$ cat config.mk
export PLATFORM = sky130hd
export DESIGN_NAME = interrupt_dispatcher_flat
export DESIGN_NICKNAME = d
export VERILOG_FILES = /design/src/rtl/interrupt_dispatcher_if.sv /design/src/rtl/interrupt_dispatcher.sv /design/src/flat_wrapper.sv
export SDC_FILE = /design/constraint.sdc
export NUM_CORES = 1
export LEC_CHECK = 0
export CAP_MARGIN = 15
export CORE_UTILIZATION = 39
export DETAILED_ROUTE_END_ITERATION = 10
export PLACE_DENSITY = 0.73
export SETUP_SLACK_MARGIN = 0.5
export SLEW_MARGIN = 15
export SYNTH_ARGS = -nofsm -noshare
export SYNTH_HDL_FRONTEND = slang
export SYNTH_SLANG_ARGS = --single-unit
$ cat constraint.sdc
create_clock -name CLK -period 1.95 [get_ports CLK]
set_input_delay 0.4875 -clock CLK [delete_from_list [all_inputs] [get_ports CLK]]
set_output_delay 0.4875 -clock CLK [all_outputs]
set_load 0.005 [all_outputs]
$ cat src/rtl/interrupt_dispatcher_if.sv
// Interrupt dispatcher bus: latch/CPU side (master) and dispatcher side (slave).
interface interrupt_dispatcher_if #(
    parameter int NUM_LINES = 8
);
    logic [NUM_LINES-1:0]         Pending;
    logic [NUM_LINES-1:0]         Mask;
    logic                         IntEnable;
    logic                         Ack;
    logic                         Done;
    logic                         IRQ;
    logic [$clog2(NUM_LINES)-1:0] Vector;
    logic [$clog2(NUM_LINES):0]   CLR_Output;
    logic                         InService;

    modport master (
        output Pending, Mask, IntEnable, Ack, Done,
        input  IRQ, Vector, CLR_Output, InService
    );

    modport slave (
        input  Pending, Mask, IntEnable, Ack, Done,
        output IRQ, Vector, CLR_Output, InService
    );
endinterface

$ cat src/rtl/interrupt_dispatcher.sv
// Interrupt dispatcher: picks the lowest-index enabled pending line, raises
// IRQ with its vector, waits for Ack (with timeout), emits a one-cycle clear
// code to the latch and blocks new requests until the ISR reports Done.
module interrupt_dispatcher #(
    parameter int NUM_LINES   = 8,
    parameter int ACK_TIMEOUT = 16
) (
    input logic                   CLK,
    input logic                   Reset,
    interrupt_dispatcher_if.slave bus
);
    localparam int VEC_W = $clog2(NUM_LINES);
    localparam int CLR_W = VEC_W + 1;
    localparam int CNT_W = $clog2(ACK_TIMEOUT + 1);
    localparam logic [CNT_W-1:0] CNT_LAST = CNT_W'(ACK_TIMEOUT - 1);

    typedef enum logic [1:0] {
        IDLE    = 2'd0,
        REQ     = 2'd1,
        CLEAR   = 2'd2,
        SERVICE = 2'd3
    } state_t;

    state_t             state_q, state_d;
    logic               irq_q, irq_d;
    logic [VEC_W-1:0]   vector_q, vector_d;
    logic [CLR_W-1:0]   clr_q, clr_d;
    logic               insvc_q, insvc_d;
    logic [CNT_W-1:0]   cnt_q, cnt_d;

    logic [NUM_LINES-1:0] qual;
    logic [VEC_W-1:0]     sel;
    logic                 abort;

    // Fixed-priority encoder over the qualified set: line 0 wins.
    always_comb begin
        qual = bus.Pending & bus.Mask;
        sel  = '0;
        for (int i = NUM_LINES - 1; i >= 0; i--) begin
            if (qual[i]) sel = VEC_W'(i);
        end
    end

    // A request is withdrawn when interrupts are disabled or its line vanished.
    assign abort = !bus.IntEnable || !bus.Pending[vector_q] || !bus.Mask[vector_q];

    // Next-state and next-output logic; clear code defaults to zero every cycle.
    always_comb begin
        state_d  = state_q;
        irq_d    = irq_q;
        vector_d = vector_q;
        clr_d    = '0;
        insvc_d  = insvc_q;
        cnt_d    = cnt_q;
        unique case (state_q)
            IDLE: begin
                if (bus.IntEnable && (qual != '0)) begin
                    state_d  = REQ;
                    irq_d    = 1'b1;
                    vector_d = sel;
                    cnt_d    = '0;
                end
            end
            REQ: begin
                if (bus.Ack) begin
                    // Ack beats a simultaneous abort or timeout.
                    state_d = CLEAR;
                    irq_d   = 1'b0;
                    clr_d   = CLR_W'(vector_q) + CLR_W'(1);
                    insvc_d = 1'b1;
                end else if (abort || (cnt_q == CNT_LAST)) begin
                    state_d = IDLE;
                    irq_d   = 1'b0;
                end else begin
                    cnt_d = cnt_q + CNT_W'(1);
                end
            end
            CLEAR: begin
                state_d = SERVICE;
            end
            SERVICE: begin
                if (bus.Done) begin
                    state_d = IDLE;
                    insvc_d = 1'b0;
                end
            end
            default: begin
                state_d = IDLE;
            end
        endcase
    end

    // State and registered outputs; reset wins over everything, no clear emitted.
    always_ff @(posedge CLK) begin
        if (Reset) begin
            state_q  <= IDLE;
            irq_q    <= 1'b0;
            vector_q <= '0;
            clr_q    <= '0;
            insvc_q  <= 1'b0;
            cnt_q    <= '0;
        end else begin
            state_q  <= state_d;
            irq_q    <= irq_d;
            vector_q <= vector_d;
            clr_q    <= clr_d;
            insvc_q  <= insvc_d;
            cnt_q    <= cnt_d;
        end
    end

    assign bus.IRQ        = irq_q;
    assign bus.Vector     = vector_q;
    assign bus.CLR_Output = clr_q;
    assign bus.InService  = insvc_q;
endmodule

$ cat src/flat_wrapper.sv
// flat-port wrapper written by rule: the top's interface ports become plain ports
module interrupt_dispatcher_flat 
#(
    parameter int NUM_LINES   = 8,
    parameter int ACK_TIMEOUT = 16
)
  (CLK, Reset, bus_Pending, bus_Mask, bus_IntEnable, bus_Ack, bus_Done, bus_IRQ, bus_Vector, bus_CLR_Output, bus_InService);
  interrupt_dispatcher_if #(.NUM_LINES(NUM_LINES)) bus_i ();
  input logic CLK;
  input logic Reset;
  input wire logic [$bits(bus_i.Pending)-1:0] bus_Pending;
  input wire logic [$bits(bus_i.Mask)-1:0] bus_Mask;
  input wire logic [$bits(bus_i.IntEnable)-1:0] bus_IntEnable;
  input wire logic [$bits(bus_i.Ack)-1:0] bus_Ack;
  input wire logic [$bits(bus_i.Done)-1:0] bus_Done;
  output wire logic [$bits(bus_i.IRQ)-1:0] bus_IRQ;
  output wire logic [$bits(bus_i.Vector)-1:0] bus_Vector;
  output wire logic [$bits(bus_i.CLR_Output)-1:0] bus_CLR_Output;
  output wire logic [$bits(bus_i.InService)-1:0] bus_InService;
  assign bus_i.Pending = bus_Pending;
  assign bus_i.Mask = bus_Mask;
  assign bus_i.IntEnable = bus_IntEnable;
  assign bus_i.Ack = bus_Ack;
  assign bus_i.Done = bus_Done;
  assign bus_IRQ = bus_i.IRQ;
  assign bus_Vector = bus_i.Vector;
  assign bus_CLR_Output = bus_i.CLR_Output;
  assign bus_InService = bus_i.InService;
  interrupt_dispatcher #(.NUM_LINES(NUM_LINES), .ACK_TIMEOUT(ACK_TIMEOUT)) u_core (.CLK(CLK), .Reset(Reset), .bus(bus_i));
endmodule
# Word-level counts from Yosys, hierarchy flattened
# Index checks and enable logic that the tools add are counted.
# W data, S select, Z words.
[classes]
n_addsub = 2
order_cmp = 1
eq_ne = 10
n_mux = 28
bitwise_logic = 3
n_reduce_logical = 17
[ops]
columns = ["cell", "n"]
rows = [
  ["$mux W3", 8],
  ["$mux W5", 3],
  ["$pmux W5 S2", 1],
  ["$reduce_and A3 Y1", 3],
  ["$and A8 B8 Y8", 1],
  ["$mux W2", 4],
  ["$ne A2 B2 Y1 const B", 4],
  ["$pmux W2 S4", 1],
  ["$reduce_bool A8 Y1", 1],
  ["$mux W1", 7],
  ["$bmux W1 S3", 2],
  ["$add A5 B1 Y5 const B", 1],
  ["$eq A5 B4 Y1 const B", 1],
  ["$add A3 B1 Y4 const B", 1],
  ["$eq A2 B2 Y1 const B", 2],
  ["$lt A3 B4 Y1 const B", 1],
  ["$pmux W1 S2", 2],
  ["$reduce_and A4 Y1", 1],
  ["$reduce_bool A2 Y1", 2],
  ["$logic_not A1 Y1", 3],
  ["$logic_or A1 B1 Y1", 3],
  ["$ne A3 B2 Y1 const B", 1],
  ["$reduce_or A3 Y1", 1],
  ["$eq A2 B1 Y1 const B", 1],
  ["5 further kinds", 6],
]
[word_totals]
ff_bits = 16
inputBits = 21
out_inout_bits = 9
elab_cells = 67

# Logic depth before layout (Yosys ltp)
# Gate-level depths: netlist of run 1.
[depth]
ltp_word = 9
ltp_mapped = 8
ltp_nobuf = 8

# Worst setup path before layout of run 1
# No wires, ideal clock.
[synth_timing]
path_kind = "reg-to-reg"
start = "register u_core.cnt_q[0]"
end = "register u_core.cnt_q[2]"
setup_time_ns = 0.070
t_arrival_ns = 1.898
required_ns = 1.880
setup_slack_ns = -0.018
path_stages_with_launch = 9
path_buffers = 0
period_less_slack_ns = 1.968
cell_sequence = "dfxtp_1 ha_1 and3_1 ha_1 nand2b_1 nor3_1 nand2_1 or3_2 a21oi_1"
[synth_between]
elab_chain_cells = 4
word_cells_on_any_way = 8
cone_classes = "1 x add/sub; 2 x eq/ne; 3 x mux; 2 x reduce/logical"
[synth_lines]
columns = ["element", "line", "source"]
rows = [
  ["start, declared", "interrupt_dispatcher.sv:29", "logic [CNT_W-1:0] cnt_q, cnt_d;"],
  ["start signal, assigned", "interrupt_dispatcher.sv:108", "cnt_q <= cnt_d;"],
  ["$add A5 B1 Y5 or $eq A5 B4 Y1 (tied branches)", "interrupt_dispatcher.sv:75, interrupt_dispatcher.sv:71", ""],
  ["$mux W5 or $logic_or A1 B1 Y1 (tied branches)", "interrupt_dispatcher.sv:71", "end else if (abort || (cnt_q == CNT_LAST)) begin"],
  ["$mux W5 or $ne A2 B2 Y1 (tied branches)", "--", ""],
  ["$pmux W5 S2 or $reduce_and A4 Y1 (tied branches)", "--", ""],
]
# Several ways; a longest one is shown, not always the timed one. The select of a mux whose other input is x is not followed.
# A chain may end at the register's enable or synchronous reset.

# Worst setup path after layout of run 1
[layout_timing]
start = "register u_core.cnt_q[1]"
end = "register u_core.cnt_q[3]"
# The elaborated chain is that of the path after synthesis.

==> results of run 1 <==
==> logic make-up after synthesis <==
family,count (synthesis)
adders and majority gates,3
AOI/OAI and AO/OA,24
buffers and inverters,3
xor gates and xnor gates,1
muxes,6
and+or+nand+nor,51
DFF,16
==> area by class of cell <==
type	count	area, sq um	share of cell area
inverter	2	7.507	0.004491
timing repair buffer	70	524.3	0.3136
clock buffer	4	36.28	0.02171
tap	27	33.78	0.02021
multi-input combinational	85	730.7	0.4371
sequential	16	339.1	0.2028
==> registers in the layout (all words and copies together) (netlist names), named ones only <==
name                   flops
u_core.cnt_q               5
u_core.bus.Vector          3
u_core.bus.InService       1
u_core.bus.IRQ             1
u_core.state_q             1
u_core.bus.CLR_Output      4
==> layer usage <==
| layer | GRT usage | up-vias | part of all wire | wire length [microns] |
|---|---|---|---|---|
| met5 | 0 | - | 0 | 0 |
| li1 | - | 532 | - | - |
| met2 | 0.4932 | 42 | 0.53 | 1773 |
| met3 | 0.05607 | 6 | 0.049 | 167 |
| met1 | 0.3154 | 538 | 0.41 | 1383 |
| met4 | 0.1225 | 0 | 0.015 | 51 |
==> report_power, final <==
| group | switching, uW | leakage [uW] | internal [uW] |
|---|---|---|---|
| clock | 109 | 0.0000210 | 114 |
| combinational | 158 | 0.000569 | 178 |
| sequential | 15.0 | 0.000135 | 347 |
| total | 282 | 0.000725 | 639 |
==> metrics by stage <==
stage                     worst slack (ns)  power, uW
final                              0.09192      920.3
after global routing               0.02864      964.9
after CTS                          0.06994      874.1
after detailed placement           -0.6225      644.2
after global placement             -0.5267      635.7
after floorplan                    0.04535      478.8
==> critical path: stages, from the launching register on <==
cell                       delay [ns]
sky130_fd_sc_hd__dfxtp_2         0.35
sky130_fd_sc_hd__ha_4            0.16
sky130_fd_sc_hd__and3_4          0.18
sky130_fd_sc_hd__ha_4            0.15
sky130_fd_sc_hd__nand2b_4        0.16
sky130_fd_sc_hd__nor2_4          0.08
sky130_fd_sc_hd__nand4_1         0.15
sky130_fd_sc_hd__or4_4           0.45
sky130_fd_sc_hd__a21oi_2         0.12
==> synth_stat cells <==
cell type	instances
sky130_fd_sc_hd__a211oi_1	1
sky130_fd_sc_hd__a21oi_1	11
sky130_fd_sc_hd__a22oi_1	4
sky130_fd_sc_hd__a31oi_1	1
sky130_fd_sc_hd__a32oi_1	1
sky130_fd_sc_hd__a41oi_1	1
sky130_fd_sc_hd__and2_1	1
sky130_fd_sc_hd__and3_1	4
sky130_fd_sc_hd__clkbuf_1	1
sky130_fd_sc_hd__dfxtp_1	16
sky130_fd_sc_hd__ha_1	3
sky130_fd_sc_hd__inv_1	2
sky130_fd_sc_hd__mux2_4	1
sky130_fd_sc_hd__mux2i_1	3
sky130_fd_sc_hd__mux4_2	2
sky130_fd_sc_hd__nand2_1	15
sky130_fd_sc_hd__nand2b_1	4
sky130_fd_sc_hd__nand3_1	3
sky130_fd_sc_hd__nand4_1	2
sky130_fd_sc_hd__nor2_1	12
sky130_fd_sc_hd__nor3_1	5
sky130_fd_sc_hd__o211ai_1	1
sky130_fd_sc_hd__o21ai_0	2
sky130_fd_sc_hd__o221a_2	1
sky130_fd_sc_hd__o31ai_1	1
sky130_fd_sc_hd__or2_2	1
sky130_fd_sc_hd__or3_1	1
sky130_fd_sc_hd__or3_2	1
sky130_fd_sc_hd__or3b_2	1
sky130_fd_sc_hd__or4_1	1
sky130_fd_sc_hd__xnor2_1	1
==> what timing repair did <==
item / CTS / global route
setup endpoints to repair: 19 / 12
pin swaps: 11 / 11
resized for setup: 103 / 22
buffers inserted: 7 / 5
==> path summary, 6_finish.rpt <==
kind | end | slack, ns | depth (start not counted)
max | u_core.cnt_q[3] | 0.09 | 8
min | u_core.cnt_q[4] | 0.49 | 2
max reg2reg | u_core.cnt_q[3] | 0.09 | 8
min reg2reg | u_core.cnt_q[4] | 0.49 | 2
==> out/results.env, run 1 <==
CLOCK_PERIOD_MINUS_FINAL_WORST_SETUP_SLACK_NS=1.858
WORSTHOLDPATHTYPE='register to register'
CORE_ROWS=16
MAXSLEWHEADROOM=0.7724
TIMING_MAX_TRANSITION_VIOLATIONS_FINAL=0
SYNTH-SEQ-CELLS=16
CTS.ROOT.BUFFER_CELL='sky130_fd_sc_hd__clkbuf_4'
CRITPATHMAXFANOUT=3
START_UTIL=0.4288
GR-TOTAL-OVERFLOW=0
WORSTSETUPENDPOINTTYPE='register'
SYNTH_COMPOUND_AREA_FRAC=0.1760
LAYOUT.CELL_AREA.NON_FILLER_SQ_UM=1672
DRC=0
MOST-COMMON-LAYOUT-CELLS='sky130_fd_sc_hd__buf_4, sky130_fd_sc_hd__buf_2, sky130_fd_sc_hd__nor2_1'
SYNTH_AREA_PER_CELL_SQ_UM=8.337
LAUNCH_INSTANCE_OF_THE_WORST_MIN_DELAY_PATH='u_core.cnt_q[4]'
DIE-HEIGHT_MICRONS=49.15
FINALNETCOUNT=202
SYNTHTOLAYOUTAREAGROWTH_PCT=92.78
SYNTH_LARGEST_TYPE_AREA_FRACTION=0.3694
CLOCK_TREE.HTREE_LEVEL_COUNT=1
YOSYSSEQAREASHARE=0.3694
POWER.LEAKAGE_uW=0.0007252
POST_SYNTH_FA_HA_MAJ_AREA_FRACTION=0.04329
GRT_ANTENNA_BEFORE_REPAIR=0
WORST_IR_DROP_VDD_uV=516.0
PLACE.DETAILED.HPWL_MM=2.143
DRT-TOTAL-WL_MM=3.376
PLACE_CONGESTION=0.8486
DIE_WIDTH_MICRONS=49.15
POWER-PER-CELL-AREA_nW_PER_UM2=550.5
TOP_LEVEL_PORTS=30
YOSYSTOPAREACELL='sky130_fd_sc_hd__dfxtp_1'
TIMING.SETUP.TNS_NS=0
MAXIMUM_NUMBER_OF_PINS_ON_ONE_NET_BEFORE_GLOBAL_ROUTE_REPAIR=10
FINAL_COMMON_CELL='sky130_fd_sc_hd__buf_4'
YOSYS.AREA_SHARE.XOR_XNOR=0.01010
CRITPATHARRIVALTIME_NS=2.09
WL_PER_CELL_MICRONS=16.55
YOSYSWARNINGS=0
BUFFER_PORTS.INSERTED=29
NETLIST_INSTANCES=104
MAX_FREQ_MHz=538.2
NUM_ANTENNA_CELLS=0
FINAL.HOLD.WORST_SLACK_NS=0.4880
POST_SYNTH_NUM_CELL_TYPES=31
WORSTMARGINPINSLEW_NS=0.3414
NETLIST_TOP_CELLS_AREA='sky130_fd_sc_hd__dfxtp_1, sky130_fd_sc_hd__nand2_1, sky130_fd_sc_hd__a21oi_1'
SYNTH.AREA.MUX_SHARE=0.1039
CLOCK_INSERTION_DELAY_WORST_SKEW_NS=0.30
FIRST_GLOBAL_VIAS=1167
NETLIST_AREA_PRE_PLACE_SQ_UM=867.1
CTS_INSERTED_BUFFERS=3
GRT_PASS1_WL_MM=5.092
SYN_NETS=128
FIRST_ITER_VIOLATIONS=47
FINAL.SETUP_SKEW_NS=0.009423
WORST-SETUP-PATH-TYPE='register to register'
STARTPOINT='u_core.cnt_q[1]'
R2R-START='u_core.cnt_q[1]'
PLACE_AREA_SQ_UM=1458
NUMBER_OF_SETUP_VIOLATIONS_IN_THE_FINAL_REPORT=0
VIASPERCELL=5.480
CTSHOLDBUFFERS=0
SYNTH_TOP_FAMILY_BY_AREA='simple AND/OR/NAND/NOR gates'
UNREPAIRED_SETUP_ENDPOINTS_AFTER_GLOBAL_ROUTING='true'
DP_CELLS=188
HOLD_VIOLATIONS=0
DIE-AREA_SQ_UM=2416
VIA_COUNT=1118
ANT_NETS=0
POST_CTS_CLOCK_SLEW_AT_THE_LAUNCH_AND_CAPTURE_REGISTERS_OF_THE_WORST_SETUP_AND_HOLD_PATHS_NS=0.10
CAP_VIOLATIONS=0
OUTCOME='complete, no violations'
DRT_FIRST_PASS_ITERS=4
FILLERS=119
CLOCK_TREE_BUFFER_DEPTH=2
POST_LAYOUT_NONFILLER_INSTANCES=204
DRIVE_ABOVE_1_SHARE=0.6158
STARTPOINT_TYPE='register'
TRITONCTS_NUM_SINKS=16
CRIT_REQUIRED_NS=2.18
TRACK_USAGE=0.2774
SYNTH_SIMPLE_GATE_AREA_SHARE=0.2843
LAYOUT.CORE_UTILIZATION=0.8267
DESIGN.CORE.AREA_SQ_UM=2022
RATIO_OF_FINAL_MINIMUM_PERIOD_TO_CLOCK_PERIOD=0.9529
CTS_TREE='done'
(Power assumes the default switching activity.)
==> run 2, diff against run 1 <==
- ABC_AREA: unset -> 1
- ABC_CLOCK_PERIOD_IN_PS: unset -> 1950
- CORE_UTILIZATION: 39 -> 40
- CTS_CLUSTER_DIAMETER: unset -> 40
- PLACE_DENSITY: 0.73 -> 0.75
==> run 2 against run 1 <==
Effect of this change:
- core utilization decreased by 7.4 points
- non-clock buffer count decreased by 17
- synthesized cell count grew 21%
- global-route usage is 0.77 points lower
- combinational power rose by 6.0%
- first-iteration DRC count is 6.4% lower
- sequential power grew 5.5%
- flip-flop and latch count is the same
- register-to-register slack better by 0.28 ns
- clock-buffer cell count shrank 1
- final area shrank 9.0%
- critical path type unchanged
- highest routed layer unchanged
==> out/results.env, run 2 <==
OUTCOME='complete, no violations'
POST_CTS_CLOCK_SLEW_AT_THE_LAUNCH_AND_CAPTURE_REGISTERS_OF_THE_WORST_SETUP_AND_HOLD_PATHS_NS=0.08  # -0.02 ns
DESIGN_POWER_TOTAL_uW=908.6  # -1.3%
CTS_TREE='done'
WORST_IR_DROP_VDD_uV=557.4  # +8.0%
VIASPERCELL=5.271  # -3.8%
CLOCK_TREE_BUFFER_DEPTH=2  # unchanged
FIRST_ITER_VIOLATIONS=44  # -6.4%
NETLIST_INSTANCES=126  # +21%
NETLIST_TOP_CELLS_AREA='sky130_fd_sc_hd__dfxtp_1, sky130_fd_sc_hd__nand2_1, sky130_fd_sc_hd__nand3_1'
CLOCK_INSERTION_DELAY_WORST_SKEW_NS=0.29  # about the same
CRITPATHMAXFANOUT=4  # +1
TOP_LEVEL_PORTS=30  # unchanged
MAXIMUM_NUMBER_OF_PINS_ON_ONE_NET_BEFORE_GLOBAL_ROUTE_REPAIR=9  # -1
POWER.LEAKAGE_uW=0.0007352  # +1.4%
POST_SYNTH_NUM_CELL_TYPES=25  # -19%
DRIVE_ABOVE_1_SHARE=0.3443  # -0.2716
YOSYS-TOP-CELLS-COUNT='sky130_fd_sc_hd__nand2_1, sky130_fd_sc_hd__nand3_1, sky130_fd_sc_hd__dfxtp_1, sky130_fd_sc_hd__inv_1, sky130_fd_sc_hd__a21oi_1'
DIE_WIDTH_MICRONS=48.93  # -0.46%
SYN_NETS=150  # +17%
FIRST_GLOBAL_VIAS=1123  # -3.8%
FILLERS=164  # +38%
NUMBER_OF_SETUP_VIOLATIONS_IN_THE_FINAL_REPORT=0  # unchanged
CLOCK_TREE.HTREE_LEVEL_COUNT=1  # unchanged
YOSYSTOPAREACELL='sky130_fd_sc_hd__dfxtp_1'
ANT_NETS=0  # unchanged
CRITPATHARRIVALTIME_NS=1.76  # -0.33 ns
TRACK_USAGE=0.2697  # -0.007692
MOST-COMMON-LAYOUT-CELLS='sky130_fd_sc_hd__dlygate4sd2_1, sky130_fd_sc_hd__buf_4, sky130_fd_sc_hd__nand2_1'
YOSYSMOSTFREQUENTCELL='sky130_fd_sc_hd__nand2_1'
VIA_COUNT=1107  # -0.98%
NETLIST_AREA_PRE_PLACE_SQ_UM=880.8  # +1.6%
TIMING.SETUP.TNS_NS=0  # unchanged
NUM_ANTENNA_CELLS=0  # unchanged
YOSYSWARNINGS=0  # unchanged
MAX_FREQ_MHz=634.1  # +18%
WORST-SETUP-PATH-TYPE='register to register'
STARTPOINT_TYPE='register'
START_UTIL=0.4356  # +0.006807
POWER-PER-CELL-AREA_nW_PER_UM2=597.2  # +8.5%
DESIGN.CORE.AREA_SQ_UM=2022  # unchanged
PLACE_CONGESTION=0.7909  # -6.8%
WL_PER_CELL_MICRONS=14.32  # -13%
YOSYSSEQAREASHARE=0.3636  # -0.005772
DRC=0  # unchanged
GRT_ANTENNA_BEFORE_REPAIR=0  # unchanged
SEQ_AREA_SQ_UM=334.1  # -1.5%
RATIO_OF_FINAL_MINIMUM_PERIOD_TO_CLOCK_PERIOD=0.8087  # -0.1442
FINAL_COMMON_CELL='sky130_fd_sc_hd__dlygate4sd2_1'
CTSHOLDBUFFERS=0  # unchanged
CORE_ROWS=16  # unchanged
WORSTHOLDPATHTYPE='register to register'
WORSTSETUPENDPOINTTYPE='register'
CRIT_REQUIRED_NS=2.13  # -0.05 ns
DIE-HEIGHT_MICRONS=48.93  # -0.46%
SYNTH-SEQ-CELLS=16  # unchanged
DIE-AREA_SQ_UM=2394  # -0.91%
MULTI_INPUT_COMB_AREA_SQ_UM=618.1  # -15%
PROPORTION_OF_REGISTER_BITS_WITH_ASYNCHRONOUS_SET_OR_RESET_AFTER_SYNTHESIS=0  # unchanged
UNREPAIRED_SETUP_ENDPOINTS_AFTER_GLOBAL_ROUTING='true'
TRITONCTS_NUM_SINKS=16  # unchanged
SYNTH_LARGEST_TYPE_AREA_FRACTION=0.3636  # -0.005772
DRT-TOTAL-WL_MM=3.008  # -11%
GR-TOTAL-OVERFLOW=0  # unchanged
SYNTH-EDFF-COUNT=0  # unchanged
LARGEST_REGISTER_FFS=5  # unchanged
FINALNETCOUNT=209  # +3.5%
FINAL.SETUP_SKEW_NS=0.003274  # -0.006149 ns
WORSTMARGINPINSLEW_NS=0.3977  # +0.05637 ns
MAXSLEWHEADROOM=0.7339  # -0.03856
CTS.ROOT.BUFFER_CELL='sky130_fd_sc_hd__clkbuf_4'
DRT_FIRST_PASS_ITERS=4  # unchanged
BUFFER_PORTS.INSERTED=29  # unchanged
PLACE.DETAILED.HPWL_MM=1.776  # -17%
CLOCK_PERIOD_MINUS_FINAL_WORST_SETUP_SLACK_NS=1.577  # -0.2811 ns
HOLD_VIOLATIONS=0  # unchanged
POSTSYNTH.TOPFLOPCELL='sky130_fd_sc_hd__dfxtp_1'
TIMING_MAX_TRANSITION_VIOLATIONS_FINAL=0  # unchanged
SYNTH_AREA_PER_CELL_SQ_UM=6.991  # -16%
CAP_VIOLATIONS=0  # unchanged
CTS_INSERTED_BUFFERS=3  # unchanged
GRT_PASS1_WL_MM=4.961  # -2.6%
SYNTHTOLAYOUTAREAGROWTH_PCT=72.73
REGISTERS.TOP_BY_FF_COUNT='u_core.cnt_q'
## run 2: final timing paths
check             slack (ns)                   end  depth (start not counted)                  from
hold / removal          0.50  u_core.bus.InService                          2  u_core.bus.InService
setup / recovery        0.37       u_core.cnt_q[1]                          8       u_core.cnt_q[0]
hold reg to reg         0.50  u_core.bus.InService                          2  u_core.bus.InService
setup reg to reg        0.37       u_core.cnt_q[1]                          8       u_core.cnt_q[0]
## run 2: cell families (layout without fill, tap and decap cells)
| kind of cell | after synthesis | in the layout | synth area share |
|---|---|---|---|
| AND/OR/NAND/NOR | 66 | 67 | 0.3608 |
| AO/OA/AOI/OAI | 22 | 22 | 0.1406 |
| buffers and inverters | 17 | 73 | 0.07244 |
| flip-flops | 16 | 16 | 0.3636 |
| adder cells (fa/ha/maj) | 3 | 3 | 0.04262 |
| XOR/XNOR | 2 | 2 | 0.01989 |
## run 2: where the power goes
part | internal (uW) | switching [uW] | total, uW
Combinational | 157 | 198 | 355
Clock | 71.9 | 99.5 | 171
Sequential | 360 | 22.4 | 382
Total | 589 | 320 | 909
## run 2: area by class of cell
type	instances	area share
inverter	17	0.04194
sequential	16	0.2196
multi-input combinational	94	0.4062
timing repair buffer	53	0.2952
clock buffer	3	0.01480
tap	27	0.02220
## run 2: critical path: stages, from the launching register on
cell	delay [ns]
sky130_fd_sc_hd__dfxtp_2	0.35
sky130_fd_sc_hd__ha_4	0.15
sky130_fd_sc_hd__and3_4	0.18
sky130_fd_sc_hd__ha_4	0.16
sky130_fd_sc_hd__nor3_4	0.14
sky130_fd_sc_hd__nand3_4	0.17
sky130_fd_sc_hd__buf_6	0.17
sky130_fd_sc_hd__nand3_1	0.09
sky130_fd_sc_hd__a21oi_2	0.07
## run 2: stage by stage
step                hold slack [ns]  cell area (sq um)  cells  setup WS, ns  utilization
floorplan                    0.4721              908.4    126        0.5034            -
global placement             0.4913               1247    184       0.03503       0.6170
detailed placement           0.4933               1247    184      -0.01906       0.6170
CTS                          0.5050               1460    208        0.3255       0.7222
global route                 0.5381               1521    210        0.3197       0.7525
finish                       0.4963               1521    210        0.3730       0.7525
## run 2: what timing repair did
item / CTS / global route
setup endpoints to repair: 20 / 11
cloned: 1 / 0
pin swaps: 17 / 3
buffers inserted: 20 / 2
resized for setup: 47 / 13
## run 2: routing by layer
| layer | wire length, microns | global-route usage | vias up |
|---|---|---|---|
| met5 | 0 | 0 | - |
| met4 | 75 | 0.1176 | 0 |
| met3 | 211 | 0.06231 | 10 |
| met2 | 1540 | 0.4630 | 55 |
| met1 | 1181 | 0.3181 | 506 |
| li1 | - | - | 536 |
==> run 3, diff against run 2 <==
- ABC_CLOCK_PERIOD_IN_PS: 1950 -> 1540
- CORE_UTILIZATION: 40 -> 44
- PLACE_DENSITY: 0.75 -> 0.78
- clock period: 1.95 -> 1.54 ns (I/O delays scaled with it)
==> run 3 against run 2 <==
Effect of this change:
- the flow now stops in global routing
- synthesized cell count is the same
- synthesized area unchanged
==> out/results.env, run 3 <==
YOSYSWARNINGS=0  # unchanged
CTS_INSERTED_BUFFERS=3  # unchanged
CLOCK_TREE.HTREE_LEVEL_COUNT=1  # unchanged
YOSYSTOPAREACELL='sky130_fd_sc_hd__dfxtp_1'
DIE_WIDTH_MICRONS=46.74  # -4.5%
CLOCK_TREE_BUFFER_DEPTH=2  # unchanged
NETLIST_INSTANCES=126  # unchanged
TRITONCTS_NUM_SINKS=16  # unchanged
SYNTH_AREA_PER_CELL_SQ_UM=6.991  # unchanged
YOSYSSEQAREASHARE=0.3636  # unchanged
DIE-HEIGHT_MICRONS=46.74  # -4.5%
DP_CELLS=190  # +3.3%
MAXIMUM_NUMBER_OF_PINS_ON_ONE_NET_BEFORE_GLOBAL_ROUTE_REPAIR=10
SYN_NETS=150  # unchanged
SYNTH-EDFF-COUNT=0  # unchanged
START_UTIL=0.4889  # +0.05325
CORE_ROWS=15  # -1
PROPORTION_OF_REGISTER_BITS_WITH_ASYNCHRONOUS_SET_OR_RESET_AFTER_SYNTHESIS=0  # unchanged
CTSHOLDBUFFERS=0  # unchanged
PLACE.DETAILED.HPWL_MM=1.958  # +10%
NETLIST_TOP_CELLS_AREA='sky130_fd_sc_hd__dfxtp_1, sky130_fd_sc_hd__nand2_1, sky130_fd_sc_hd__nand3_1'
CTS.ROOT.BUFFER_CELL='sky130_fd_sc_hd__clkbuf_4'
YOSYSMOSTFREQUENTCELL='sky130_fd_sc_hd__nand2_1'
YOSYS-TOP-CELLS-COUNT='sky130_fd_sc_hd__nand2_1, sky130_fd_sc_hd__nand3_1, sky130_fd_sc_hd__dfxtp_1, sky130_fd_sc_hd__inv_1, sky130_fd_sc_hd__a21oi_1'
OUTCOME='did not finish'
SYNTH-SEQ-CELLS=16  # unchanged
CRIT_ENDPOINT='u_core.cnt_q[2]$_SDFFE_PP0P_/D'
WORST_ENDPOINT_KIND='register data pin'
SYNTH_LARGEST_TYPE_AREA_FRACTION=0.3636  # unchanged
BUFFER_PORTS.INSERTED=29  # unchanged
PRE_CTS_WS_NS=-0.3519  # -0.3329 ns
POST_SYNTH_NUM_CELL_TYPES=25  # unchanged
HALTSTAGE='global routing'
TOP_LEVEL_PORTS=30  # unchanged
POSTSYNTH.TOPFLOPCELL='sky130_fd_sc_hd__dfxtp_1'
PLACE_CONGESTION=0.8482  # +7.2%
NETLIST_AREA_PRE_PLACE_SQ_UM=880.8  # unchanged
FIRST-ERROR='[ERROR DPL-0038] Utilization greater than 100%, impossible to legalize'
==> run 3: timing repair <==
item	CTS
setup endpoints to repair	25
cloned	0
gates resized for setup	159
hold endpoints to repair	0
setup buffers	23
pin swaps	9
==> run 3: cells by family after synthesis <==
kind of cell	after synthesis	share of synthesized area
fa+ha+maj	3	0.04262
simple gates	66	0.3608
compound gates	22	0.1406
buf+inv	17	0.07244
flops	16	0.3636
xor+xnor	2	0.01989
==> run 3: per-stage QoR <==
stage / cell area, sq um / utilization / hold WS (ns)
after CTS: 1667 / 0.9250 / 0.3530
after global placement: 1386 / 0.7694 / 0.4858
after floorplan: 989.7 / - / 0.4467
after detailed placement: 1386 / 0.7694 / 0.5060
==> run 4, diff against run 3 <==
- CORE_AREA: unset -> 2 2 63 65
- CORE_UTILIZATION: 44 -> unset
- CTS_CLUSTER_DIAMETER: 40 -> unset
- DIE_AREA: unset -> 0 0 65 67
- PLACE_DENSITY: 0.78 -> unset
- PLACE_DENSITY_LB_ADDON: unset -> 0.15
- SETUP_SLACK_MARGIN: 0.5 -> unset
==> run 4 against run 3 <==
Effect of this change:
- the run now ends clean
==> out/results.env, run 4 (synthesized netlist as in run 2, its figures left out) <==
POWER.SHARE.SEQUENTIAL=0.404
CLOCK_TREE_BUFFER_DEPTH=2  # unchanged
GR-TOTAL-OVERFLOW=0
WORSTSETUPENDPOINTTYPE='output port'
CRIT_REQUIRED_NS=1.15
UNREPAIRED_SETUP_ENDPOINTS_AFTER_GLOBAL_ROUTING='true'
CTS_INSERTED_BUFFERS=3  # unchanged
WL_PER_CELL_MICRONS=11.60
OUTCOME='complete, no violations'
STARTPOINT_TYPE='register'
POWER.CLOCK.FRACTION=0.257
CTS.ROOT.BUFFER_CELL='sky130_fd_sc_hd__clkbuf_8'
TIMING_MAX_TRANSITION_VIOLATIONS_FINAL=0
NETSWITCHINGFRACTION=0.3216
WORST-SETUP-PATH-TYPE='register to output port'
TRITONCTS_NUM_SINKS=16  # unchanged
MOST-COMMON-LAYOUT-CELLS='sky130_fd_sc_hd__nand2_1, sky130_fd_sc_hd__nand3_1, sky130_fd_sc_hd__clkdlybuf4s50_1, sky130_fd_sc_hd__buf_4, sky130_fd_sc_hd__inv_1'
GRT_PASS1_WL_MM=4.595
DIE-HEIGHT_MICRONS=67  # +43%
TOP_LEVEL_PORTS=30  # unchanged
MAX_FREQ_MHz=662.1
WORSTHOLDPATHTYPE='register to register'
DP_CELLS=220  # +16%
DIE_WIDTH_MICRONS=65  # +39%
CLOCK_PERIOD_MINUS_FINAL_WORST_SETUP_SLACK_NS=1.510
POWER.LEAKAGE_uW=0.0007555
VIA_COUNT=998
MAXSLEWHEADROOM=0.8022
REGISTERS.TOP_BY_FF_COUNT='u_core.cnt_q'
NUMBER_OF_BUFFERS_AND_INVERTERS_ON_THE_CRITICAL_PATH=1
FINALNETCOUNT=202
CLOCK_TREE.HTREE_LEVEL_COUNT=1  # unchanged
P_INT_uW=836.9
HOLD_VIOLATIONS=0
FINAL.SETUP_SKEW_NS=0.001526
SYNTHTOLAYOUTAREAGROWTH_PCT=76.42
WORST_IR_DROP_VDD_uV=369.7
RATIO_OF_FINAL_MINIMUM_PERIOD_TO_CLOCK_PERIOD=0.9807
DESIGN.CORE.AREA_SQ_UM=3606
CRIT_PATH_CELL_TRACE='clkdlybuf4s50_1'
CRITICAL_PATH.SLOWEST_CELL='sky130_fd_sc_hd__clkdlybuf4s50_1'
CAP_VIOLATIONS=0
PLACE.DETAILED.HPWL_MM=1.984  # +1.3%
GRT_ANTENNA_BEFORE_REPAIR=0
FIRST_GLOBAL_VIAS=1032
TRACK_USAGE=0.1379
LARGEST_REGISTER_FFS=5
DRIVE_ABOVE_1_SHARE=0.3068
CRITPATHARRIVALTIME_NS=1.13
NUM_ANTENNA_CELLS=0
PRE_CTS_WS_NS=-0.2969  # +0.05502 ns
CTSHOLDBUFFERS=0  # unchanged
POST_CTS_CLOCK_SLEW_AT_THE_LAUNCH_AND_CAPTURE_REGISTERS_OF_THE_WORST_SETUP_AND_HOLD_PATHS_NS=0.06
DIE-AREA_SQ_UM=4355
DRT_FIRST_PASS_ITERS=4
ANT_NETS=0
WORSTMARGINPINSLEW_NS=0.2929
DRC=0
VIASPERCELL=4.455
NUMBER_OF_SETUP_VIOLATIONS_IN_THE_FINAL_REPORT=0
CLOCK_INSERTION_DELAY_WORST_SKEW_NS=0.25
PLACE_CONGESTION=0.7688  # -9.4%
CTS_TREE='done'
WORST_SLACK_NS=0.02973
CRITPATHMAXFANOUT=4
DRT-TOTAL-WL_MM=2.599
BUFFER_PORTS.INSERTED=29  # unchanged
P_SWITCHING_uW=396.7
POWER-PER-CELL-AREA_nW_PER_UM2=793.8
CORE_ROWS=22  # +7
MAXIMUM_NUMBER_OF_PINS_ON_ONE_NET_BEFORE_GLOBAL_ROUTE_REPAIR=9
CRITICAL_PATH.TOP_DELAY_FAMILY='buffers and inverters'
FIRST_ITER_VIOLATIONS=42
CPPEAKSTAGEDELAY_NS=0.51
POST_LAYOUT_NONFILLER_INSTANCES=224
POWER.COMBINATIONAL.FRACTION=0.339
FINAL_COMMON_CELL='sky130_fd_sc_hd__nand2_1'
START_UTIL=0.2443  # -0.2446
## run 4: layer usage
layer	global-route usage	up-vias	wire, microns	share of wire
met4	0.04787	0	48	0.018
li1	-	520	-	-
met5	0	-	0	0
met2	0.2281	19	1313	0.51
met1	0.1748	453	1148	0.44
met3	0.03209	6	88	0.034
## run 4: what timing repair did
item	4_1_cts	5_1_grt
endpoints found under the hold margin	0	0
buffers inserted	1	0
setup endpoints to repair	12	11
pin swaps	4	11
resized for setup	17	32
## run 4: area by class of cell
type	instances	area (sq um)
clock buffers	3	41.29
fillers	360	2052
inverters	17	63.81
multi-input cells	93	601.8
flip-flops and latches	16	331.6
well taps	48	60.06
repair buffers	47	455.4
## run 4: worst paths after layout
check	depth (start not counted)	end	slack, ns	startpoint
worst max-delay path	1	bus_Vector[2]	0.03	u_core.bus.Vector[2]
worst min-delay path	2	u_core.bus.InService	0.51	u_core.bus.InService
worst max register to register	8	u_core.cnt_q[3]	0.03	u_core.cnt_q[1]
worst min register to register	2	u_core.bus.InService	0.51	u_core.bus.InService
## run 4: metrics by stage
| step | instance area (sq um) | hold slack, ns | total power (uW) | util | TNS (ns) |
|---|---|---|---|---|---|
| 2_1_floorplan | 880.8 | 0.4541 | 675.3 | - | 0 |
| 3_3_place_gp | 1359 | 0.4883 | 879.1 | 0.3768 | -2.597 |
| 3_5_place_dp | 1359 | 0.4935 | 878.7 | 0.3768 | -2.808 |
| 4_1_cts | 1458 | 0.5067 | 1217 | 0.4042 | -0.1979 |
| 5_1_grt | 1554 | 0.5375 | 1321 | 0.4310 | -0.3595 |
| 6_report | 1554 | 0.5058 | 1234 | 0.4310 | 0 |
## run 4: power by group through the flow
stage                     Sequential [uW]  Clock, uW  Combinational (uW)
final                                 498        317                 418
after global routing                  505        344                 472
after CTS                             495        326                 396
after detailed placement              499          0                 380
after global placement                498          0                 381
after floorplan                       491          0                 185
